==> src/rtl/cpu_memory_pkg.sv <==
// Shared constants and types for the moxie memory-access stage.
package cpu_memory_pkg;

   localparam logic [1:0] MEM_OP_NONE  = 2'd0;
   localparam logic [1:0] MEM_OP_LOAD  = 2'd1;
   localparam logic [1:0] MEM_OP_STORE = 2'd2;

   localparam logic [1:0] MEM_W_BYTE = 2'd0;
   localparam logic [1:0] MEM_W_HALF = 2'd1;
   localparam logic [1:0] MEM_W_WORD = 2'd2;

   typedef enum logic {
      ST_IDLE = 1'b0,
      ST_BUS  = 1'b1
   } state_e;

   // Opcode 3 is reserved and behaves like a plain ALU pass-through.
   function automatic logic isMemOp(input logic [1:0] op);
      return (op == MEM_OP_LOAD) || (op == MEM_OP_STORE);
   endfunction

endpackage

==> src/rtl/cpu_memory_lane.sv <==
// Big-endian byte-lane logic: select generation, store steering,
// load extraction with zero extension, and misalignment detection.
module cpu_mem_lane
   import cpu_memory_pkg::*;
(
   input  logic [1:0]  width_i,
   input  logic [1:0]  addr_lo_i,
   input  logic [31:0] store_data_i,
   input  logic [31:0] load_data_i,
   output logic [3:0]  sel_o,
   output logic [31:0] store_data_o,
   output logic [31:0] load_data_o,
   output logic        misaligned_o
);

   // Lane 3 (bits 31:24) is the lowest byte address; width 3 behaves as word.
   always_comb begin
      sel_o        = 4'b1111;
      store_data_o = store_data_i;
      load_data_o  = load_data_i;
      misaligned_o = 1'b0;
      case (width_i)
         MEM_W_BYTE: begin
            sel_o        = 4'b1000 >> addr_lo_i;
            store_data_o = {4{store_data_i[7:0]}};
            case (addr_lo_i)
               2'd0:    load_data_o = {24'h0, load_data_i[31:24]};
               2'd1:    load_data_o = {24'h0, load_data_i[23:16]};
               2'd2:    load_data_o = {24'h0, load_data_i[15:8]};
               default: load_data_o = {24'h0, load_data_i[7:0]};
            endcase
         end
         MEM_W_HALF: begin
            sel_o        = addr_lo_i[1] ? 4'b0011 : 4'b1100;
            store_data_o = {2{store_data_i[15:0]}};
            load_data_o  = addr_lo_i[1] ? {16'h0, load_data_i[15:0]}
                                        : {16'h0, load_data_i[31:16]};
            misaligned_o = addr_lo_i[0];
         end
         default: begin
            misaligned_o = (addr_lo_i != 2'b00);
         end
      endcase
   end

endmodule

==> src/rtl/cpu_memory.sv <==
// Memory-access stage of the moxie pipeline: ALU results pass through a
// register, loads/stores run one Wishbone-style bus cycle while stalling
// upstream, with an optional ack timeout.
module cpu_memory
   import cpu_memory_pkg::*;
#(
   parameter int unsigned TIMEOUT = 255
) (
   input  logic        clk_i,
   input  logic        rst_i,
   input  logic        valid_i,
   input  logic [1:0]  mem_op_i,
   input  logic [1:0]  mem_width_i,
   input  logic [31:0] mem_addr_i,
   input  logic [31:0] mem_data_i,
   input  logic [31:0] result_i,
   input  logic [3:0]  register_write_index_i,
   input  logic        register_write_enable_i,
   input  logic        flush_i,
   output logic        stall_o,
   output logic [3:0]  register_write_index_o,
   output logic        register_write_enable_o,
   output logic [31:0] result_o,
   output logic        dmem_cyc_o,
   output logic        dmem_stb_o,
   output logic        dmem_we_o,
   output logic [3:0]  dmem_sel_o,
   output logic [31:0] dmem_adr_o,
   output logic [31:0] dmem_dat_o,
   input  logic [31:0] dmem_dat_i,
   input  logic        dmem_ack_i,
   output logic        fault_o
);

   localparam int CNT_W = (TIMEOUT < 2) ? 1 : $clog2(TIMEOUT + 1);
   localparam logic [CNT_W:0] TIMEOUT_V = (CNT_W + 1)'(TIMEOUT);

   state_e            state_q, state_d;
   logic [CNT_W-1:0]  cnt_q, cnt_d;
   logic [CNT_W:0]    nextCnt;
   logic [3:0]        idx_q, idx_d;
   logic              en_q, en_d;
   logic [31:0]       result_q, result_d;
   logic              fault_q, fault_d;
   logic              cyc_q, cyc_d;
   logic              we_q, we_d;
   logic [3:0]        sel_q, sel_d;
   logic [31:0]       adr_q, adr_d;
   logic [31:0]       dat_q, dat_d;
   logic              capEn_q, capEn_d;
   logic [1:0]        capWidth_q, capWidth_d;
   logic [1:0]        capAddrLo_q, capAddrLo_d;

   logic [1:0]        laneWidth;
   logic [1:0]        laneAddrLo;
   logic [3:0]        laneSel;
   logic [31:0]       laneStore;
   logic [31:0]       laneLoad;
   logic              laneMisaligned;

   // One lane unit serves both phases: request decode in IDLE, load extract in BUS.
   assign laneWidth  = (state_q == ST_BUS) ? capWidth_q  : mem_width_i;
   assign laneAddrLo = (state_q == ST_BUS) ? capAddrLo_q : mem_addr_i[1:0];
   assign nextCnt    = {1'b0, cnt_q} + (CNT_W + 1)'(1);

   cpu_mem_lane u_lane (
      .width_i      (laneWidth),
      .addr_lo_i    (laneAddrLo),
      .store_data_i (mem_data_i),
      .load_data_i  (dmem_dat_i),
      .sel_o        (laneSel),
      .store_data_o (laneStore),
      .load_data_o  (laneLoad),
      .misaligned_o (laneMisaligned)
   );

   // Next-state logic: accept/decode in IDLE, wait for ack or timeout in BUS.
   always_comb begin
      state_d     = state_q;
      cnt_d       = cnt_q;
      idx_d       = idx_q;
      en_d        = en_q;
      result_d    = result_q;
      fault_d     = 1'b0;
      cyc_d       = cyc_q;
      we_d        = we_q;
      sel_d       = sel_q;
      adr_d       = adr_q;
      dat_d       = dat_q;
      capEn_d     = capEn_q;
      capWidth_d  = capWidth_q;
      capAddrLo_d = capAddrLo_q;
      case (state_q)
         ST_IDLE: begin
            en_d  = 1'b0;
            cnt_d = '0;
            if (valid_i && !flush_i) begin
               if (isMemOp(mem_op_i)) begin
                  if (laneMisaligned) begin
                     fault_d = 1'b1;
                  end else begin
                     state_d     = ST_BUS;
                     cyc_d       = 1'b1;
                     we_d        = (mem_op_i == MEM_OP_STORE);
                     sel_d       = laneSel;
                     adr_d       = {mem_addr_i[31:2], 2'b00};
                     dat_d       = laneStore;
                     idx_d       = register_write_index_i;
                     capEn_d     = register_write_enable_i;
                     capWidth_d  = mem_width_i;
                     capAddrLo_d = mem_addr_i[1:0];
                  end
               end else begin
                  idx_d    = register_write_index_i;
                  en_d     = register_write_enable_i;
                  result_d = result_i;
               end
            end
         end
         ST_BUS: begin
            if (dmem_ack_i) begin
               state_d = ST_IDLE;
               cyc_d   = 1'b0;
               we_d    = 1'b0;
               sel_d   = 4'b0000;
               cnt_d   = '0;
               if (!we_q) begin
                  result_d = laneLoad;
                  en_d     = capEn_q;
               end else begin
                  en_d = 1'b0;
               end
            end else if ((TIMEOUT != 0) && (nextCnt == TIMEOUT_V)) begin
               state_d = ST_IDLE;
               cyc_d   = 1'b0;
               we_d    = 1'b0;
               sel_d   = 4'b0000;
               cnt_d   = '0;
               en_d    = 1'b0;
               fault_d = 1'b1;
            end else begin
               cnt_d = nextCnt[CNT_W-1:0];
            end
         end
      endcase
   end

   // State and output registers; reset drops the bus cycle immediately.
   always_ff @(posedge clk_i or negedge rst_i) begin
      if (!rst_i) begin
         state_q     <= ST_IDLE;
         cnt_q       <= '0;
         idx_q       <= '0;
         en_q        <= 1'b0;
         result_q    <= '0;
         fault_q     <= 1'b0;
         cyc_q       <= 1'b0;
         we_q        <= 1'b0;
         sel_q       <= '0;
         adr_q       <= '0;
         dat_q       <= '0;
         capEn_q     <= 1'b0;
         capWidth_q  <= '0;
         capAddrLo_q <= '0;
      end else begin
         state_q     <= state_d;
         cnt_q       <= cnt_d;
         idx_q       <= idx_d;
         en_q        <= en_d;
         result_q    <= result_d;
         fault_q     <= fault_d;
         cyc_q       <= cyc_d;
         we_q        <= we_d;
         sel_q       <= sel_d;
         adr_q       <= adr_d;
         dat_q       <= dat_d;
         capEn_q     <= capEn_d;
         capWidth_q  <= capWidth_d;
         capAddrLo_q <= capAddrLo_d;
      end
   end

   assign stall_o                 = (state_q == ST_BUS);
   assign register_write_index_o  = idx_q;
   assign register_write_enable_o = en_q;
   assign result_o                = result_q;
   assign dmem_cyc_o              = cyc_q;
   assign dmem_stb_o              = cyc_q;
   assign dmem_we_o               = we_q;
   assign dmem_sel_o              = sel_q;
   assign dmem_adr_o              = adr_q;
   assign dmem_dat_o              = dat_q;
   assign fault_o                 = fault_q;

endmodule
==> config.mk <==
export PLATFORM = sky130hd
export DESIGN_NAME = cpu_memory
export DESIGN_NICKNAME = d
export VERILOG_FILES = /design/src/rtl/cpu_memory_pkg.sv /design/src/rtl/cpu_memory_lane.sv /design/src/rtl/cpu_memory.sv
export SDC_FILE = /design/constraint.sdc
export NUM_CORES = 1
export LEC_CHECK = 0
export BUFFER_PORTS_ARGS = -buffer_cell sky130_fd_sc_hd__buf_2
export CORE_ASPECT_RATIO = 0.5
export CORE_MARGIN = 3
export CORE_UTILIZATION = 29
export DETAILED_ROUTE_END_ITERATION = 8
export SLEW_MARGIN = 20
export SYNTH_ARGS = -nofsm -noshare
export SYNTH_HDL_FRONTEND = slang
export SYNTH_SLANG_ARGS = --single-unit
==> constraint.sdc <==
create_clock -name clk_i -period 4.64 [get_ports clk_i]
set_input_delay 0.928 -clock clk_i [delete_from_list [all_inputs] [get_ports clk_i]]
set_output_delay 0.928 -clock clk_i [all_outputs]
set_load 0.005 [all_outputs]
Yosys cells after proc, flatten, opt, wreduce, memory -nomap -nowiden
Cells that the tools add are included.

Word-level logic and storage cells: 94. Input port bits: 142. Flip-flop bits (word level): 120.

Shift operators: 1. Equality and inequality tests: 14. Mux-type cells: 52. Bitwise logic cells: 2. Add/sub/neg operators: 1. Reductions and logical operators: 10.

Operator list (number): $pmux W32 S2 (3); $mux W32 (4); $mux W4 (8); $pmux W8 S3 (1); $mux W1 (22); $mux W16 (1); $mux W8 (2); $pmux W4 S2 (2); $pmux W8 S2 (1); $ne A2 B2 Y1 const B (7); $pmux W1 S2 (6); $reduce_and A4 Y1 (3); $add A8 B1 Y9 const B (1); $eq A9 B8 Y1 const B (1); $eq A2 B1 Y1 const B (3); $eq A2 B2 Y1 const B (2); $logic_not A2 Y1 (2); $mux W2 (2); $shr A4 B2 Y4 const A (1); $ne A3 B2 Y1 const B (1); $reduce_and A3 Y1 (1); $not A1 Y1 (2); $reduce_bool A2 Y1 (1); $logic_and A1 B1 Y1 (1); other kinds (2) (2).

Depth between registers and ports, before layout
Depth after elaboration: 7. Depth in mapped cells: 8. Mapped depth without buffers: 6.

By module
A second synthesis with hierarchy kept.

Cell total of the unflattened synthesis: 508. Area, all modules: 6018.3 µm².

By module, submodules not included: cpu_memory (instances 1, seq. area each 3002.9 µm², area each 5002.3 µm², cells each 379); cpu_mem_lane (instances 1, seq. area each 0.0 µm², area each 1016.0 µm², cells each 129).

Worst setup path after synthesis
OpenSTA, ideal clock, no wires.

Path type: input to register. Start point: input port mem_op_i[0]. End point: register capAddrLo_q[0]. Library setup time: 0.128 ns. Path slack: 2.281 ns. Stages on the path: 6. Required time: 4.512 ns. Arrival time: 2.231 ns. Cell sequence: inv_1 ha_1 nor4b_4 o21ai_1 buf_2 mux2_1.

Cells in the longest elaborated chain, start to end: 3. Elaborated cells between the ends (all ways): 4. Classes of those cells: 2 x eq/ne; 2 x reduce/logical.

Ends and longest elaborated chain: from (decl) (line cpu_memory.sv:12) `input logic [1:0] mem_op_i,`; $eq A2 B1 Y1 or $eq A2 B2 Y1 (tied branches) (line cpu_memory_pkg.sv:19) `return (op == MEM_OP_LOAD) || (op == MEM_OP_STORE);`; $logic_or A1 B1 Y1 (*) (line cpu_memory_pkg.sv:19); $reduce_and A4 Y1 (no line) (*); to (signal assigned) (line cpu_memory.sv:179) `capAddrLo_q <= capAddrLo_d;`; to (decl) (line cpu_memory.sv:52) `logic [1:0] capAddrLo_q, capAddrLo_d;`.

Every way passes the cells marked *; elsewhere a longest branch is shown, timed or not. A chain may end at the register's enable or synchronous reset.

Worst setup path after layout
Start point: input port mem_op_i[0]. End point: register adr_q[12] (netlist: dmem_adr_o[12]).

Cells in the longest elaborated chain, start to end: 3. Elaborated cells between the ends (all ways): 4. Classes of those cells: 2 x eq/ne; 2 x reduce/logical.

Ends and longest elaborated chain: $eq A2 B1 Y1 or $eq A2 B2 Y1 (tied branches) (line cpu_memory_pkg.sv:19); $logic_or A1 B1 Y1 (*) (line cpu_memory_pkg.sv:19); $reduce_and A4 Y1 (no line) (*); to (signal assigned) (line cpu_memory.sv:175) `adr_q <= adr_d;`; to (decl) (line cpu_memory.sv:48) `logic [31:0] adr_q, adr_d;`.

Marked as above.

==> results.sh <==
export IMPL_die_h_um=107
export IMPL_numCtsBuffers=17
export IMPL_layout_drive_gt1_share_pct=36.1
export IMPL_ctsResizeCount=0
export IMPL_wl_per_cell_um=17.3
export IMPL_synth_top_family_by_area="simple AND/OR/NAND/NOR gates"
export IMPL_synth_edff_count=0
export IMPL_synth_distinct_cells=56
export IMPL_worst_setup_path_end_kind="register"
export IMPL_synthAdderAreaFrac_pct=0.629
export IMPL_report_final_slew_viol_count=0
export IMPL_core_um2=19800
export IMPL_grt_overflow=0
export IMPL_synth_seq_cells=120
export IMPL_first_pass_iters=5
export IMPL_max_freq_ghz=0.361
export IMPL_required_ps=4980
export IMPL_arrival_ps=3110
export IMPL_cts_buffer_depth=2
export IMPL_hold_class="register to register"
export IMPL_fin_ws_ps=1870
export IMPL_cts_hold_buffers=0
export IMPL_synth_simple_gate_area_share_pct=20.4
export IMPL_crit_type="primary input to register"
export IMPL_p_per_area_nw_per_um2=471
export IMPL_critical_path_startpoint_type="primary input"
export IMPL_period_needed_ps=2770
export IMPL_grt_max_degree=68
export IMPL_io_pins=252
export IMPL_async_flop_share_pct=100
export IMPL_syn_to_final_growth_pct=33.7
export IMPL_vias=5688
export IMPL_muxShareOfSynthArea_pct=3.50
export IMPL_start_util_pct=30.1
export IMPL_cts_tree="yes"
export IMPL_cts_root_buf="clkbuf_16"
export IMPL_synth_warnings=0
export IMPL_tightest_slew_ps=1060
export IMPL_antenna_found_initial=1
export IMPL_port_buffers=249
export IMPL_fin_setup_tns_ps=0
export IMPL_grt_pass1_vias=5619
export IMPL_synthFlopType="dfrtp_1"
export IMPL_cts_setup_buffers=0
export IMPL_drt_total_wl_um=20100
export IMPL_avgViaCountPerCell=4.88
export IMPL_place_area_um2=7410
export IMPL_grt_use_total_pct=17.3
export IMPL_rsz0062_at_grt="no"
export IMPL_die_w_um=209
export IMPL_cts_sinks=120
export IMPL_layout_common_cells="248 x buf_2, 175 x nand2_1, 119 x dfrtp_1"
export IMPL_final_cell_area_um2=7980
export IMPL_nFillCells=2032
export IMPL_antenna_left=0
export IMPL_gp_congestion=0.839
export IMPL_power_total_mw=3.76
export IMPL_fin_skew_ps=9.44
export IMPL_max_slew_margin_pct=27.9
export IMPL_post_place_ws_ps=1430
export IMPL_final_common_cell="buf_2"
export IMPL_grt_first_pass_wirelength_um=30800
export IMPL_syn_inst=655
export IMPL_clk_pin_slew_ps=50
export IMPL_syn_avg_cell_area_um2=9.12
export IMPL_setup_violations=0
export IMPL_hpwl_um=15000
export IMPL_fin_nets=1030
export IMPL_peakVddDrop_uv=237
export IMPL_hold_viol_final=0
export IMPL_critPathMaxFanout=32
export IMPL_finalCritPeriodShare_pct=59.7
export IMPL_ys_seq_area_share_pct=50.3
export IMPL_die_area_um2=22500
export IMPL_drcViolationCount=0
export IMPL_synthesis_area_um2=5970
export IMPL_clock_latency_ps=410
export IMPL_p_leak_nw=4.04
export IMPL_synthXorXnorAreaFrac_pct=0.733
export IMPL_cap_viol_max_count=0
export IMPL_fp_row_count=36
export IMPL_cts_max_level=4
export IMPL_synth_compound_area_share_pct=19.2
export IMPL_status="completed"
export IMPL_dr_first_iter_drc_count=495
==> synth_stat cells (11+ instances only) <==
master	count	area, µm²
clkbuf_1	14	52.6
o211ai_1	11	82.6
buf_2	23	115
nand2_1	175	657
nor3_1	18	90.1
o21ai_0	49	245
inv_1	18	67.6
and3_1	19	119
a21oi_1	44	220
dfrtp_1	120	3000
nor2_1	37	139
==> power breakdown <==
| part | switching, mW | total [mW] | internal [mW] |
|---|---|---|---|
| Sequential | 0.221 | 1.54 | 1.32 |
| Clock | 0.496 | 1.27 | 0.776 |
| Combinational | 0.504 | 0.951 | 0.448 |
==> area by class of cell <==
cell class	instances	area (µm²)	area share (%)
sequential	120	3000	37.6
multi-input combinational	471	2690	33.6
inverter	20	75.1	0.940
clock buffer	21	470	5.89
tap	266	333	4.17
antenna	1	2.50	0.0313
clock inverter	11	98.8	1.24
timing repair buffer	255	1310	16.5
==> flip-flops by register name, indices dropped and copies added (netlist names), 2 cells and up <==
| signal | flops |
|---|---|
| dmem_dat_o | 32 |
| result_o | 32 |
| dmem_adr_o | 30 |
| cnt_q | 8 |
| dmem_sel_o | 4 |
| register_write_index_o | 4 |
| capAddrLo_q | 2 |
| capWidth_q | 2 |
==> kinds of logic after synthesis <==
logic type                 Yosys count
and+or+nand+nor                    274
DFF                                120
other                                1
adders and majority gates            3
xor gates and xnor gates             5
muxes                               19
AOI/OAI and AO/OA                  168
buffers and inverters               65
==> worst paths after layout <==
kind | startpoint | end | slack, ps | cells after the start
worst max-delay path | mem_op_i[0] | dmem_adr_o[12] | 1870 | 8
worst min-delay path | dmem_adr_o[5] | dmem_adr_o[5] | 470 | 2
worst max register to register | stall_o | result_o[1] | 2030 | 4
worst min register to register | dmem_adr_o[5] | dmem_adr_o[5] | 470 | 2
max in group asynchronous | rst_i | dmem_sel_o[2] | 3000 | 2
min in group asynchronous | rst_i | result_o[3] | 630 | 1
==> per-stage QoR <==
step	utilization, %	hold slack, ps	std cells
after detailed placement	37.4	457	1132
final	40.3	467	1165
after CTS	40.3	471	1164
after floorplan	-	446	656
after global routing	40.3	492	1164
after global placement	37.3	453	1131
==> metal layers <==
layer / vias to the layer above / track usage (%) / part of all wire (%)
li1: 2740 / - / -
met1: 2772 / 21.8 / 43
met2: 150 / 30.6 / 52
met3: 24 / 3.81 / 4.3
met4: 2 / 4.20 / 1.4
met5: - / 0 / 0.065
==> worst max-delay path, stage by stage <==
cell and delay (ps):
buf_2 70, inv_1 30, ha_1 420, nor4b_4 430, o21a_2 610, buf_4 420
nand2_1 110, nand2_1 70
No activity file was read; power rests on OpenSTA's default activity.
